$ cat config.mk
export PLATFORM = sky130hd
export DESIGN_NAME = alu_mul_seq
export DESIGN_NICKNAME = d
export VERILOG_FILES = /design/src/rtl/cpu_pkg.sv /design/src/rtl/mul_step.sv /design/src/rtl/alu_mul_seq.sv
export SDC_FILE = /design/constraint.sdc
export NUM_CORES = 1
export LEC_CHECK = 0
export CAP_MARGIN = 30
export CELL_PAD_IN_SITES_DETAIL_PLACEMENT = 1
export CELL_PAD_IN_SITES_GLOBAL_PLACEMENT = 1
export CORE_MARGIN = 2
export CORE_UTILIZATION = 44
export DETAILED_ROUTE_END_ITERATION = 10
export PLACE_DENSITY = 0.95
export SETUP_SLACK_MARGIN = 0.15
export SLEW_MARGIN = 20
export SYNTH_ARGS = -nofsm -noshare
export SYNTH_HDL_FRONTEND = slang
export SYNTH_SLANG_ARGS = --single-unit
$ cat constraint.sdc
create_clock -name clk_i -period 4.13 [get_ports clk_i]
set_input_delay 0.826 -clock clk_i [delete_from_list [all_inputs] [get_ports clk_i]]
set_output_delay 0.826 -clock clk_i [all_outputs]
set_load 0.02 [all_outputs]
$ cat src/rtl/cpu_pkg.sv
// Shared CPU definitions: ALU control codes decoded by the ALU and the
// multiply sequencer, plus the sequencer state encoding.
package cpu_pkg;

  localparam logic [3:0] AND_CODE = 4'b0000;
  localparam logic [3:0] OR_CODE  = 4'b0001;
  localparam logic [3:0] ADD_CODE = 4'b0010;
  localparam logic [3:0] MUL_CODE = 4'b0011;
  localparam logic [3:0] SUB_CODE = 4'b0110;
  localparam logic [3:0] SLT_CODE = 4'b0111;

  typedef enum logic [1:0] {
    IDLE = 2'd0,
    RUN  = 2'd1,
    DONE = 2'd2
  } mul_state_e;

endpackage

$ cat src/rtl/mul_step.sv
// One radix-2 shift-add multiply iteration, purely combinational.
module mul_step #(
  parameter int WIDTH = 32
) (
  input  logic [WIDTH-1:0] acc_i,
  input  logic [WIDTH-1:0] mcand_i,
  input  logic [WIDTH-1:0] mplier_i,
  output logic [WIDTH-1:0] acc_o,
  output logic [WIDTH-1:0] mcand_o,
  output logic [WIDTH-1:0] mplier_o
);

  // Sum wraps mod 2^WIDTH; only the low product bits are ever needed.
  assign acc_o    = mplier_i[0] ? (acc_i + mcand_i) : acc_i;
  assign mcand_o  = mcand_i << 1;
  assign mplier_o = mplier_i >> 1;

endmodule

$ cat src/rtl/alu_mul_seq.sv
// EX-stage multi-cycle multiply sequencer (IDLE/RUN/DONE) that stalls the
// front of the pipe while busy. ALU_MUL_SEQ_EARLY_TERM_EN enables early exit.
module alu_mul_seq
  import cpu_pkg::*;
#(
  parameter int WIDTH = 32,
  parameter int CNT_W = 6
) (
  input  logic             clk_i,
  input  logic             rst_i,
  input  logic             valid_i,
  input  logic [3:0]       ALUCtrl_i,
  input  logic [WIDTH-1:0] src1_i,
  input  logic [WIDTH-1:0] src2_i,
  input  logic             flush_i,
  output logic             stall_o,
  output logic             busy_o,
  output logic [WIDTH-1:0] result_o,
  output logic             result_valid_o
);

  mul_state_e       state_q, state_d;
  logic [WIDTH-1:0] mcand_q, mplier_q, acc_q, result_q;
  logic [WIDTH-1:0] mcand_nxt, mplier_nxt, acc_nxt;
  logic [CNT_W-1:0] cnt_q;
  logic             start;
  logic             last_step;

  assign start = valid_i & (ALUCtrl_i == MUL_CODE) & ~flush_i;

  mul_step #(.WIDTH(WIDTH)) u_step (
    .acc_i    (acc_q),
    .mcand_i  (mcand_q),
    .mplier_i (mplier_q),
    .acc_o    (acc_nxt),
    .mcand_o  (mcand_nxt),
    .mplier_o (mplier_nxt)
  );

`ifdef ALU_MUL_SEQ_EARLY_TERM_EN
  assign last_step = (cnt_q == CNT_W'(WIDTH - 1)) | (mplier_nxt == '0);
`else
  assign last_step = (cnt_q == CNT_W'(WIDTH - 1));
`endif

  // NOTE: every output of this block is given a default before the case so
  // no path leaves it unassigned and no latch is inferred.
  always_comb begin
    state_d = state_q;
    stall_o = 1'b0;
    unique case (state_q)
      IDLE: begin
        if (start) begin
          stall_o = 1'b1;
`ifdef ALU_MUL_SEQ_EARLY_TERM_EN
          state_d = (src2_i == '0) ? DONE : RUN;
`else
          state_d = RUN;
`endif
        end
      end
      RUN: begin
        // A squashed instruction releases the pipe in the same cycle.
        if (flush_i) begin
          state_d = IDLE;
        end else begin
          stall_o = 1'b1;
          if (last_step) state_d = DONE;
        end
      end
      DONE:    state_d = IDLE;
      default: state_d = IDLE;
    endcase
  end

  // NOTE: sequential state uses non-blocking assignments so every register
  // samples the pre-edge values regardless of statement order.
  always_ff @(posedge clk_i) begin
    if (rst_i) begin
      state_q  <= IDLE;
      cnt_q    <= '0;
      acc_q    <= '0;
      mcand_q  <= '0;
      mplier_q <= '0;
      result_q <= '0;
    end else begin
      state_q <= state_d;
      unique case (state_q)
        IDLE: begin
          if (start) begin
            mcand_q  <= src1_i;
            mplier_q <= src2_i;
            acc_q    <= '0;
            cnt_q    <= '0;
`ifdef ALU_MUL_SEQ_EARLY_TERM_EN
            if (src2_i == '0) result_q <= '0;
`endif
          end
        end
        RUN: begin
          if (!flush_i) begin
            acc_q    <= acc_nxt;
            mcand_q  <= mcand_nxt;
            mplier_q <= mplier_nxt;
            cnt_q    <= cnt_q + CNT_W'(1);
            if (last_step) result_q <= acc_nxt;
          end
        end
        default: ;
      endcase
    end
  end

  assign busy_o         = (state_q == RUN);
  assign result_valid_o = (state_q == DONE);
  assign result_o       = result_q;

endmodule

After elaboration in Yosys (flattened, before gate mapping)
Cells that the tools add are included.

word-level totals
  output and inout port bits = 35
  bits in registers = 136

operators by class
  bitwise operators = 3
  eq/ne operators = 7
  add/sub/neg operators = 2
  muxes and demuxes = 20
  reduce and logical (&&, ||, !) cells = 5

operators with widths
  operator             count
  $mux 32              7
  $pmux 32 s2          3
  $add 32x32->32       1
  $mux 6               2
  $pmux 6 s2           1
  $add 6x1->6 const B  1
  $eq 6x5->1 const B   1
  $mux 2               3
  $reduce_and 3->1     2
  $eq 4x2->1 const B   1
  $ne 2x2->1 const B   2
  $pmux 2 s2           1
  $ne 3x2->1 const B   1
  $and 1x1->1          2
  $eq 2x1->1 const B   1
  $eq 2x2->1 const B   1
  $logic_not 2->1      1
  $mux 1               2
  $pmux 1 s2           1
  $reduce_and 2->1     1
  $reduce_bool 2->1    1
  $not 1->1            1

Logic depth before layout (Yosys ltp)
Gate-level depths: netlist of the first run.

  depth after elaboration = 5
  gate-level depth with buffers = 11
  mapped depth without buffers = 11

Hierarchy
From an unflattened synthesis of the first run, not the netlist that was laid out.

second synthesis, totals
  cell total of the unflattened synthesis = 1,023
  area total of the unflattened synthesis = 9,066.2 µm²

modules (own cells, without submodules)
  module       area an instance (µm²)  cells each  seq. area each (µm²)  times used
  alu_mul_seq  6,349.8                 637         2,722.6               1
  mul_step     2,716.4                 386         0.0                   1

Worst setup path after synthesis of the first run
Ideal clock, no wire load.

  kind = input to output
  start = in ALUCtrl_i[3]
  end = out stall_o
  setup slack = 1,280 ps
  cell stages on the path = 6
  arrival time = 2,024 ps
  path through = nor4bb_1 > and2_1 > buf_2 > nor2_1 > inv_2 > clkbuf_1

on the way
  longest elaborated chain between the ends = 5

RTL lines
  what                      RTL line           text
  from (decl)               alu_mul_seq.sv:12  input logic [3:0] ALUCtrl_i,
  $eq 4x2->1                alu_mul_seq.sv:29  assign start = valid_i & (ALUCtrl_i == MUL_CODE) & ~flush_i;
  $and 1x1->1 (2 in a row)  alu_mul_seq.sv:29
  $mux 1                    alu_mul_seq.sv:53  if (start) begin
  $pmux 1 s2                alu_mul_seq.sv:51  unique case (state_q)
  to (decl)                 alu_mul_seq.sv:16  output logic stall_o,

No other way between the ends.

Worst setup path in the final report of the first run
  start = in valid_i
  end = out stall_o

on the way
  longest elaborated chain between the ends = 4

RTL lines
  what                      RTL line           text
  from (decl)               alu_mul_seq.sv:11  input logic valid_i,
  $and 1x1->1 (2 in a row)  alu_mul_seq.sv:29
  $mux 1                    alu_mul_seq.sv:53
  $pmux 1 s2                alu_mul_seq.sv:51

No other way between the ends.

==> flow_metrics.tcl, run 1 <==
set metrics [dict create \
    multiInputGateArea_um2 4160 \
    setup-violations-final 0 \
    ys_types 57 \
    root_buffer "clkbuf_16" \
    synthFlopType "dfxtp_1" \
    post-cts-setup-buffer-count 0 \
    r2r_cells 11 \
    fill_cells 1923 \
    rows 46 \
    gp_congestion 0.893 \
    fin_skew_ps 7.39 \
    synth_nets 989 \
    stdcell_count 1187 \
    drc 0 \
    clk_pin_slew_ps 60 \
    fin_crit_sh 0.885 \
    relSlewSlack 0.376 \
    fin_tns_setup_ps 0 \
    port_buffers 106 \
    fin_nets 1062 \
    post-dp-hpwl_um 15400 \
    drv_cap 0 \
    tightest_slew_ps 936 \
    grt_max_degree 87 \
    vias 7151 \
    seq_area_frac_synth 0.380 \
    syn2layout_area_growth_pct 25.2 \
    avgSynthCellArea_um2 8.10 \
    yosys_register_bits 136 \
    crit_arrival_ps 2830 \
    clock-sinks 136 \
    drt-total-wl_um 23700 \
    peakVddDrop_mv 0.297 \
    worstPathMaxFanout 2 \
    antenna_found_initial 1 \
    avgViaCountPerCell 6.02 \
    htree_levels 4 \
    die_area_um2 17300 \
    top_usage_layer "met2" \
    die_height_um 132 \
    clock_path_buffers 2 \
    fmax_mhz 273 \
    ant_nets 0 \
    critPathRequiredTime_ps 3300 \
    core_area_um2 15900 \
    slew_violations 0 \
    async_flop_share 0 \
    hold_viol 0 \
    wire_per_inst_um 19.9 \
    hold_class "flop to flop" \
    synth_edf_count 0 \
    rsz0062_at_grt "no" \
    hold_path_depth 2 \
    drtIter0Drc 412 \
    layout-drive-gt1-share 0.0711 \
    dieWidth_um 132 \
    clock_latency_ps 430 \
    hold_buffers 0 \
    leakagePower_nw 3.29 \
    regArea_um2 2720 \
    gr-usage-met1 0.337 \
    post_cts_resized 0 \
    p_per_area_nw_per_um2 346 \
    grt.overflow.total 0 \
    start_util 0.451 \
    grt_pass1_vias 7554 \
    grt_pass1_wl_um 38800 \
    placed_cells 1154 \
    synthCells 884 \
    use_met2 0.472 \
    crit_type "primary input to output port" \
    grt_use_met3 0.0529 \
    crit_path_end_kind "output port" \
    ios 107 \
    status "completed" \
    ys_warn_count 0 \
    grt_use_total 0.276 \
    cts_tree "done" \
    drt-pass1-iter-count 5 \
    synthesis.area_um2 7160 \
    cts_buffers 17 \
    cp-start-kind "primary input" \
    period_minus_slack_ps 3660 \
]
-- flip-flops by register name, indices dropped and copies added (netlist names) --
register  cells
result_o     32
acc_q        32
mcand_q      32
mplier_q     32
state_q       2
cnt_q         6
-- critical path: stages --
cell and delay (ps):
clkdlybuf4s50_1 500, nor4bb_1 500, and2_1 240, nor2_2 60
inv_2 90, clkdlybuf4s50_1 610
-- placed cells by master, fill, tap and decap left out, types with 16 or more instances in the layout --
master,instances
mux2i_1,19
xnor2_1,17
a31oi_1,17
nand2_1,142
a311oi_1,44
clkbuf_16,17
a22oi_1,37
a21oi_1,77
nor2_1,103
o21ai_0,33
dfxtp_1,135
xor2_1,16
clkdlybuf4s50_1,105
ha_1,32
-- per-layer routing --
metal,wire length [µm],share of wire
met1,10200,0.43
met2,11600,0.49
met5,0,0
met4,644,0.027
met3,1200,0.051
-- synthesized netlist by cell type, drive strengths merged, types with 2 or more instances --
| library cell | n | area (µm²) |
|---|---|---|
| o32ai | 2 | 25.0 |
| o211ai | 5 | 42.5 |
| nor2 | 105 | 394 |
| o21a | 5 | 37.5 |
| a21o | 15 | 113 |
| buf | 14 | 73.8 |
| o21bai | 4 | 30.0 |
| a32o | 4 | 40.0 |
| and4 | 2 | 17.5 |
| mux2 | 3 | 33.8 |
| ha | 32 | 400 |
| a311oi | 44 | 385 |
| clkbuf | 52 | 195 |
| xor2 | 16 | 140 |
| nor4 | 2 | 12.5 |
| o21ai | 34 | 174 |
| a2111oi | 2 | 36.3 |
| nand3 | 14 | 70.1 |
| nand2 | 144 | 546 |
| xnor2 | 17 | 149 |
| mux2i | 19 | 190 |
| a31oi | 17 | 106 |
| nand4 | 6 | 37.5 |
| a21oi | 78 | 394 |
| nor2b | 4 | 25.0 |
| a31o | 2 | 17.5 |
| inv | 7 | 26.3 |
| nor3 | 14 | 80.1 |
| or4 | 2 | 15.0 |
| and3 | 6 | 37.5 |
| dfxtp | 136 | 2720 |
| and2 | 2 | 12.5 |
| a22oi | 37 | 278 |
| nand2b | 12 | 82.6 |
| a211oi | 15 | 113 |
| o31ai | 2 | 15.0 |
-- report_power, final --
group	switching [mW]	internal, mW	total, mW
registers	0.00851	1.32	1.33
logic	0.0734	0.0816	0.155
clock network	0.626	0.987	1.61
-- logic make-up after synthesis --
family	Yosys count	synth area share
multiplexers	22	0.0313
XOR/XNOR	33	0.0404
AND/OR/NAND/NOR	317	0.190
AO/OA/AOI/OAI	270	0.258
buffers and inverters	73	0.0413
flip-flops	136	0.380
adder cells (fa/ha/maj)	33	0.0587
-- cell type report --
class / instances / area share
well taps: 216 / 0.0302
repair buffers: 120 / 0.130
inverters: 7 / 0.00293
clock inverters: 13 / 0.0186
multi-input cells: 675 / 0.464
diodes: 1 / 0.000279
clock buffers: 19 / 0.0505
flip-flops and latches: 136 / 0.304
-- per-stage QoR --
stage	area, µm²	setup WS, ps	hold WS (ps)	power [mW]	util
finish	8960	474	463	3.10	0.564
global route	8960	373	484	3.18	0.564
CTS	8960	452	464	3.11	0.564
detailed placement	8340	391	453	1.51	0.525
global placement	8340	459	442	1.51	0.525
floorplan	7160	1280	437	1.42	-
-- final timing paths --
kind	from	end	slack, ps
max	valid_i	stall_o	470
min reg2reg	mplier_q[14]$_SDFFE_PP0P_	mplier_q[14]$_SDFFE_PP0P_	460
min	mplier_q[14]$_SDFFE_PP0P_	mplier_q[14]$_SDFFE_PP0P_	460
max reg2reg	acc_q[0]$_SDFFE_PP0P_	result_o[30]$_SDFFE_PP0P_	870
Power figures use the tool's default switching activity.
==> inputs of run 2 (changes only) <==
Settings changed: CORE_UTILIZATION 44 to 37, PLACE_DENSITY 0.95 to 0.88.
Clock period 4.13 ns to 3 ns, I/O delays scaled along.
==> run 2 against run 1 <==
Net effect:
- combinational power rose by 39%
- sequential share of layout area fell by 0.85 points
- worst hold slack got worse by 3.8 ps
- non-clock buffer count rose by 11
- sequential cell count did not move
- register-to-register slack got worse by 610 ps
- largest cell class unchanged
==> flow_metrics.tcl, run 2 (same netlist as run 1, synthesis figures left out) <==
set metrics [dict create \
    path_cells "ha_2 -> fa_2 -> a21oi_2 -> o21ai_1 -> a21o_1 -> a2111oi_4 -> buf_4 -> nor2_1 -> xor2_1 -> buf_4 -> a22oi_1 -> nor2_1" \
    die_height_um 143 \
    start_util 0.380 \
    status "completed" \
    critPathBufInv 2 \
    antenna_found_initial 0 \
    setup-violations-final 0 \
    fin_tns_setup_ps 0 \
    fin_crit_sh 0.914 \
    drv_cap 0 \
    final_common_cell "nand2_1" \
    cts_tree "done" \
    htree_levels 4 \
    hold_buffers 0 \
    fmax_mhz 365 \
    n_antenna_cell 0 \
    whs_ps 459 \
    fin_ws_ps 257 \
    fin_nets 1073 \
    drc 0 \
    cpPeakStageDelay_ps 420 \
    clk_pin_slew_ps 60 \
    hold_viol 0 \
    cp_top_family "compound AO/OA/AOI/OAI gates" \
    cts_buffers 17 \
    hp-start "mplier_q[8]$_SDFFE_PP0P_" \
    p_per_area_nw_per_um2 464 \
    fill_cells 2188 \
    clock_latency_ps 440 \
    slew_violations 0 \
    die_area_um2 20500 \
    final_cell_mix "nand2_1 (142), dfxtp_1 (132), clkdlybuf4s50_1 (104), nor2_1 (103), a21oi_1 (69)" \
    relSlewSlack 0.452 \
    peakVddDrop_mv 0.391 \
    rsz0062_at_grt "no" \
    layout-drive-gt1-share 0.104 \
    hold_class "flop to flop" \
    wire_per_inst_um 18.6 \
    gp_congestion 0.942 \
    crit_slowest_cell "a2111oi_4" \
    clock_path_buffers 2 \
    syn2layout_area_growth_pct 29.0 \
    port_buffers 106 \
    worstPathMaxFanout 4 \
    crit_type "flop to flop" \
    fin_skew_ps 9.52 \
    regArea_um2 2730 \
    crit_arrival_ps 3060 \
    avgViaCountPerCell 5.61 \
    ios 107 \
    timing.rr.start "acc_q[0]$_SDFFE_PP0P_" \
    core_area_um2 18800 \
    drt-total-wl_um 23100 \
    clock-sinks 136 \
    ant_nets 0 \
    rows 50 \
    post-dp-hpwl_um 15500 \
    grt_pass1_vias 7189 \
    drtIter0Drc 429 \
    tightest_slew_ps 801 \
    multiInputGateArea_um2 4240 \
    leakagePower_nw 3.37 \
    drt-pass1-iter-count 5 \
    crit_path_end_kind "flop" \
    cp-start-kind "flop" \
    grt_pass1_wl_um 37100 \
    period_minus_slack_ps 2740 \
    critPathRequiredTime_ps 3310 \
    grt_max_degree 60 \
    dieWidth_um 143 \
    startpoint "acc_q[0]$_SDFFE_PP0P_" \
    grt.overflow.total 0 \
    root_buffer "clkbuf_16" \
    grt_use_total 0.229 \
    detailedPlace.worstSlack_ps 120 \
    vias 6960 \
]
==> run 2: power breakdown <==
group	total [mW]	internal, mW	switching, mW
clock	2.23	1.37	0.869
sequential	1.83	1.82	0.0117
combinational	0.216	0.115	0.101
==> run 2: path summary, 6_finish.rpt <==
path	to	slack, ps	cells past startpoint
hold / removal	mplier_q[8]$_SDFFE_PP0P_	460	2
hold reg to reg	mplier_q[8]$_SDFFE_PP0P_	460	2
setup reg to reg	acc_q[26]$_SDFFE_PP0P_	260	12
setup / recovery	acc_q[26]$_SDFFE_PP0P_	260	12
==> run 2: what timing repair did <==
item | 4_1_cts | 5_1_grt
gates resized for setup | 4 | 21
setup endpoints to repair | 2 | 13
hold endpoints to repair | 0 | 0
setup buffers | 2 | 1
pin swaps | 2 | 9
==> run 2: per-layer routing <==
layer  share of wire  vias up  track usage
li1                -     3362            -
met1            0.46     3410        0.296
met2            0.48      165        0.384
met3           0.044       23       0.0439
met4           0.013        0       0.0714
met5               0        -            0
==> run 2: cell type report <==
cell class | count | share of cell area
Clock buffer | 20 | 0.0495
Clock inverter | 12 | 0.0180
Inverter | 7 | 0.00285
Sequential cell | 136 | 0.295
Timing Repair Buffer | 131 | 0.140
Multi-Input combinational cell | 675 | 0.459
Tap cell | 260 | 0.0352
==> run 2: worst min-delay path: cells and delay by family, from the launching register on <==
kind | cells | cell delay [ps]
flops | 1 | 310
compound gates | 1 | 50
simple gates | 1 | 50
==> run 2: stage by stage <==
stage	power, mW	cell area [µm²]	instances	utilization
2_1_floorplan	1.95	7160	884	-
3_3_place_gp	2.08	8500	1206	0.451
3_5_place_dp	2.08	8500	1206	0.451
4_1_cts	4.31	9150	1240	0.486
5_1_grt	4.41	9230	1241	0.490
6_report	4.28	9230	1241	0.490
==> inputs of run 3 (changes only) <==
Settings changed: ABC_AREA set to 1, CORE_UTILIZATION 37 to 35, CTS_BUF_LIST set to sky130_fd_sc_hd__clkbuf_16.
==> run 3 against run 2 <==
Net effect:
- clock skew shrank 2.2 ps
- die area grew 18%
- routed wire length grew 13%
- critical path type is now primary input to output port
- sequential power is essentially flat
- clock power is essentially flat
- synthesized area grew 12%
- setup slack gained 70 ps
==> flow_metrics.tcl, run 3 <==
set metrics [dict create \
    synthesis.area_um2 8020 \
    critPathRequiredTime_ps 2400 \
    crit_arrival_ps 2070 \
    die_height_um 155 \
    r2r_cells 16 \
    clk_pin_slew_ps 60 \
    cp-start-kind "primary input" \
    avgSynthCellArea_um2 6.24 \
    rows 55 \
    cts_tree "done" \
    crit_path_end_kind "output port" \
    ios 107 \
    slew_violations 0 \
    tightest_slew_ps 896 \
    die_area_um2 24100 \
    grt_pass1_vias 9051 \
    leakagePower_nw 4.47 \
    synth_top_area_share 0.340 \
    synth_common_cells "nand2_1 (491), inv_1 (154), dfxtp_1 (136), nand3_1 (84), nor2_1 (76)" \
    fin_skew_ps 7.32 \
    synth_top_area_cell "dfxtp_1" \
    avgViaCountPerCell 5.13 \
    antenna_found_initial 0 \
    clock_path_buffers 2 \
    fill_cells 2971 \
    clock_latency_ps 430 \
    hold_class "flop to flop" \
    drt-pass1-iter-count 5 \
    hp-start "result_o[11]$_SDFFE_PP0P_" \
    port_buffers 106 \
    ys_warn_count 0 \
    fmax_mhz 374 \
    rsz0062_at_grt "no" \
    post-cts-setup-buffer-count 0 \
    synthFlopType "dfxtp_1" \
    synthCells 1284 \
    vias 8546 \
    ant_nets 0 \
    synth_nets 1389 \
    core_area_um2 22600 \
    startpoint "ALUCtrl_i[1]" \
    hold_buffers 0 \
    relSlewSlack 0.403 \
    post-dp-hpwl_um 18600 \
    grt_use_total 0.224 \
    hold_path_depth 2 \
    synth.most_common_cell "nand2_1" \
    design_area_um2 9920 \
    ys_top_cells_by_area "dfxtp_1 (34%), nand2_1 (23%), inv_1 (7.2%)" \
    async_flop_share 0 \
    drt-total-wl_um 26200 \
    fin_crit_sh 0.891 \
    whs_ps 470 \
    period_minus_slack_ps 2670 \
    peakVddDrop_mv 0.361 \
    seq_area_frac_synth 0.340 \
    final_cell_mix "nand2_1 (491), inv_1 (154), dfxtp_1 (136), clkdlybuf4s50_1 (104), nand3_1 (84)" \
    setup-violations-final 0 \
    clkPwrFrac 0.520 \
    timing.rr.start "acc_q[0]$_SDFFE_PP0P_" \
    regArea_um2 2720 \
    status "completed" \
    p_int_mw 3.26 \
    n_antenna_cell 0 \
    syn2layout_area_growth_pct 23.7 \
    start_util 0.355 \
    drtIter0Drc 424 \
    grt_max_degree 86 \
    drc 0 \
    wire_per_inst_um 15.7 \
    drv_cap 0 \
    place_area_um2 9310 \
    synth_edf_count 0 \
    grt.overflow.total 0 \
    multiInputGateArea_um2 4480 \
    fin_nets 1473 \
    layout-drive-gt1-share 0.0565 \
    post_cts_resized 1 \
    dieWidth_um 155 \
    yosys_register_bits 136 \
    crit_type "primary input to output port" \
    power_frac_comb 0.050 \
    min_to "result_o[11]$_SDFFE_PP0P_" \
    power_frac_seq 0.430 \
    final_common_cell "nand2_1" \
    cts_buffers 17 \
    hold_viol 0 \
    htree_levels 4 \
    p_per_area_nw_per_um2 429 \
    reg2reg_slack_ps 520 \
    root_buffer "clkbuf_16" \
    fin_tns_setup_ps 0 \
    clock-sinks 136 \
    worstPathMaxFanout 2 \
    reg2reg_to "result_o[24]$_SDFFE_PP0P_" \
    grt_pass1_wl_um 43800 \
    gp_congestion 0.903 \
    power_switching_mw 1.00 \
    p_sw_frac 0.235 \
    ys_types 34 \
]
run 3: final cells by class:
| class | instances | area share |
|---|---|---|
| Timing Repair Buffer | 119 | 0.116 |
| Tap cell | 285 | 0.0360 |
| Clock inverter | 15 | 0.0188 |
| Clock buffer | 17 | 0.0429 |
| Multi-Input combinational cell | 936 | 0.452 |
| Sequential cell | 136 | 0.275 |
| Inverter | 158 | 0.0598 |
run 3: per-stage QoR:
step	worst slack [ps]	cells	power [mW]	utilization
6_report	327	1666	4.26	0.439
5_1_grt	234	1666	4.39	0.439
4_1_cts	286	1666	4.30	0.439
3_5_place_dp	24.7	1634	2.08	0.412
3_3_place_gp	65.0	1634	2.08	0.412
2_1_floorplan	691	1284	1.95	-
run 3: how the worst max path moves through the flow:
stage	endpoint	slack [ps]	cells past startpoint
finish	stall_o	330	8
global route	stall_o	230	8
CTS	stall_o	290	8
detailed placement	stall_o	20	8
global placement	stall_o	70	8
floorplan	stall_o	690	7
run 3: routing by layer:
layer | track usage | part of all wire | wire length, µm | up-vias
met1 | 0.270 | 0.44 | 11700 | 4044
met3 | 0.0407 | 0.036 | 937 | 56
met5 | 0 | 0 | 0 | -
met4 | 0.0747 | 0.027 | 720 | 0
li1 | - | - | - | 4248
met2 | 0.399 | 0.49 | 12900 | 198
run 3: cells by family after synthesis:
group,synth area share
compound gates,0.135
xor+xnor,0.0153
fa+ha+maj,0.0524
buf+inv,0.103
flops,0.340
mux,0.00250
simple gates,0.352
run 3: worst max-delay path, stage by stage:
cell and delay (ps):
clkdlybuf4s50_1 460, nand2_1 50, nor3_1 130, nand3b_1 160, nor3_4 210, nor2_4 50
inv_2 60, dlygate4sd2_1 350
run 3: power by group through the flow:
stage	clock network (mW)	registers, mW	logic (mW)
2_1_floorplan	0	1.87	0.0883
3_3_place_gp	0	1.87	0.206
3_5_place_dp	0	1.87	0.210
4_1_cts	2.25	1.83	0.213
5_1_grt	2.33	1.83	0.232
6_report	2.22	1.83	0.211
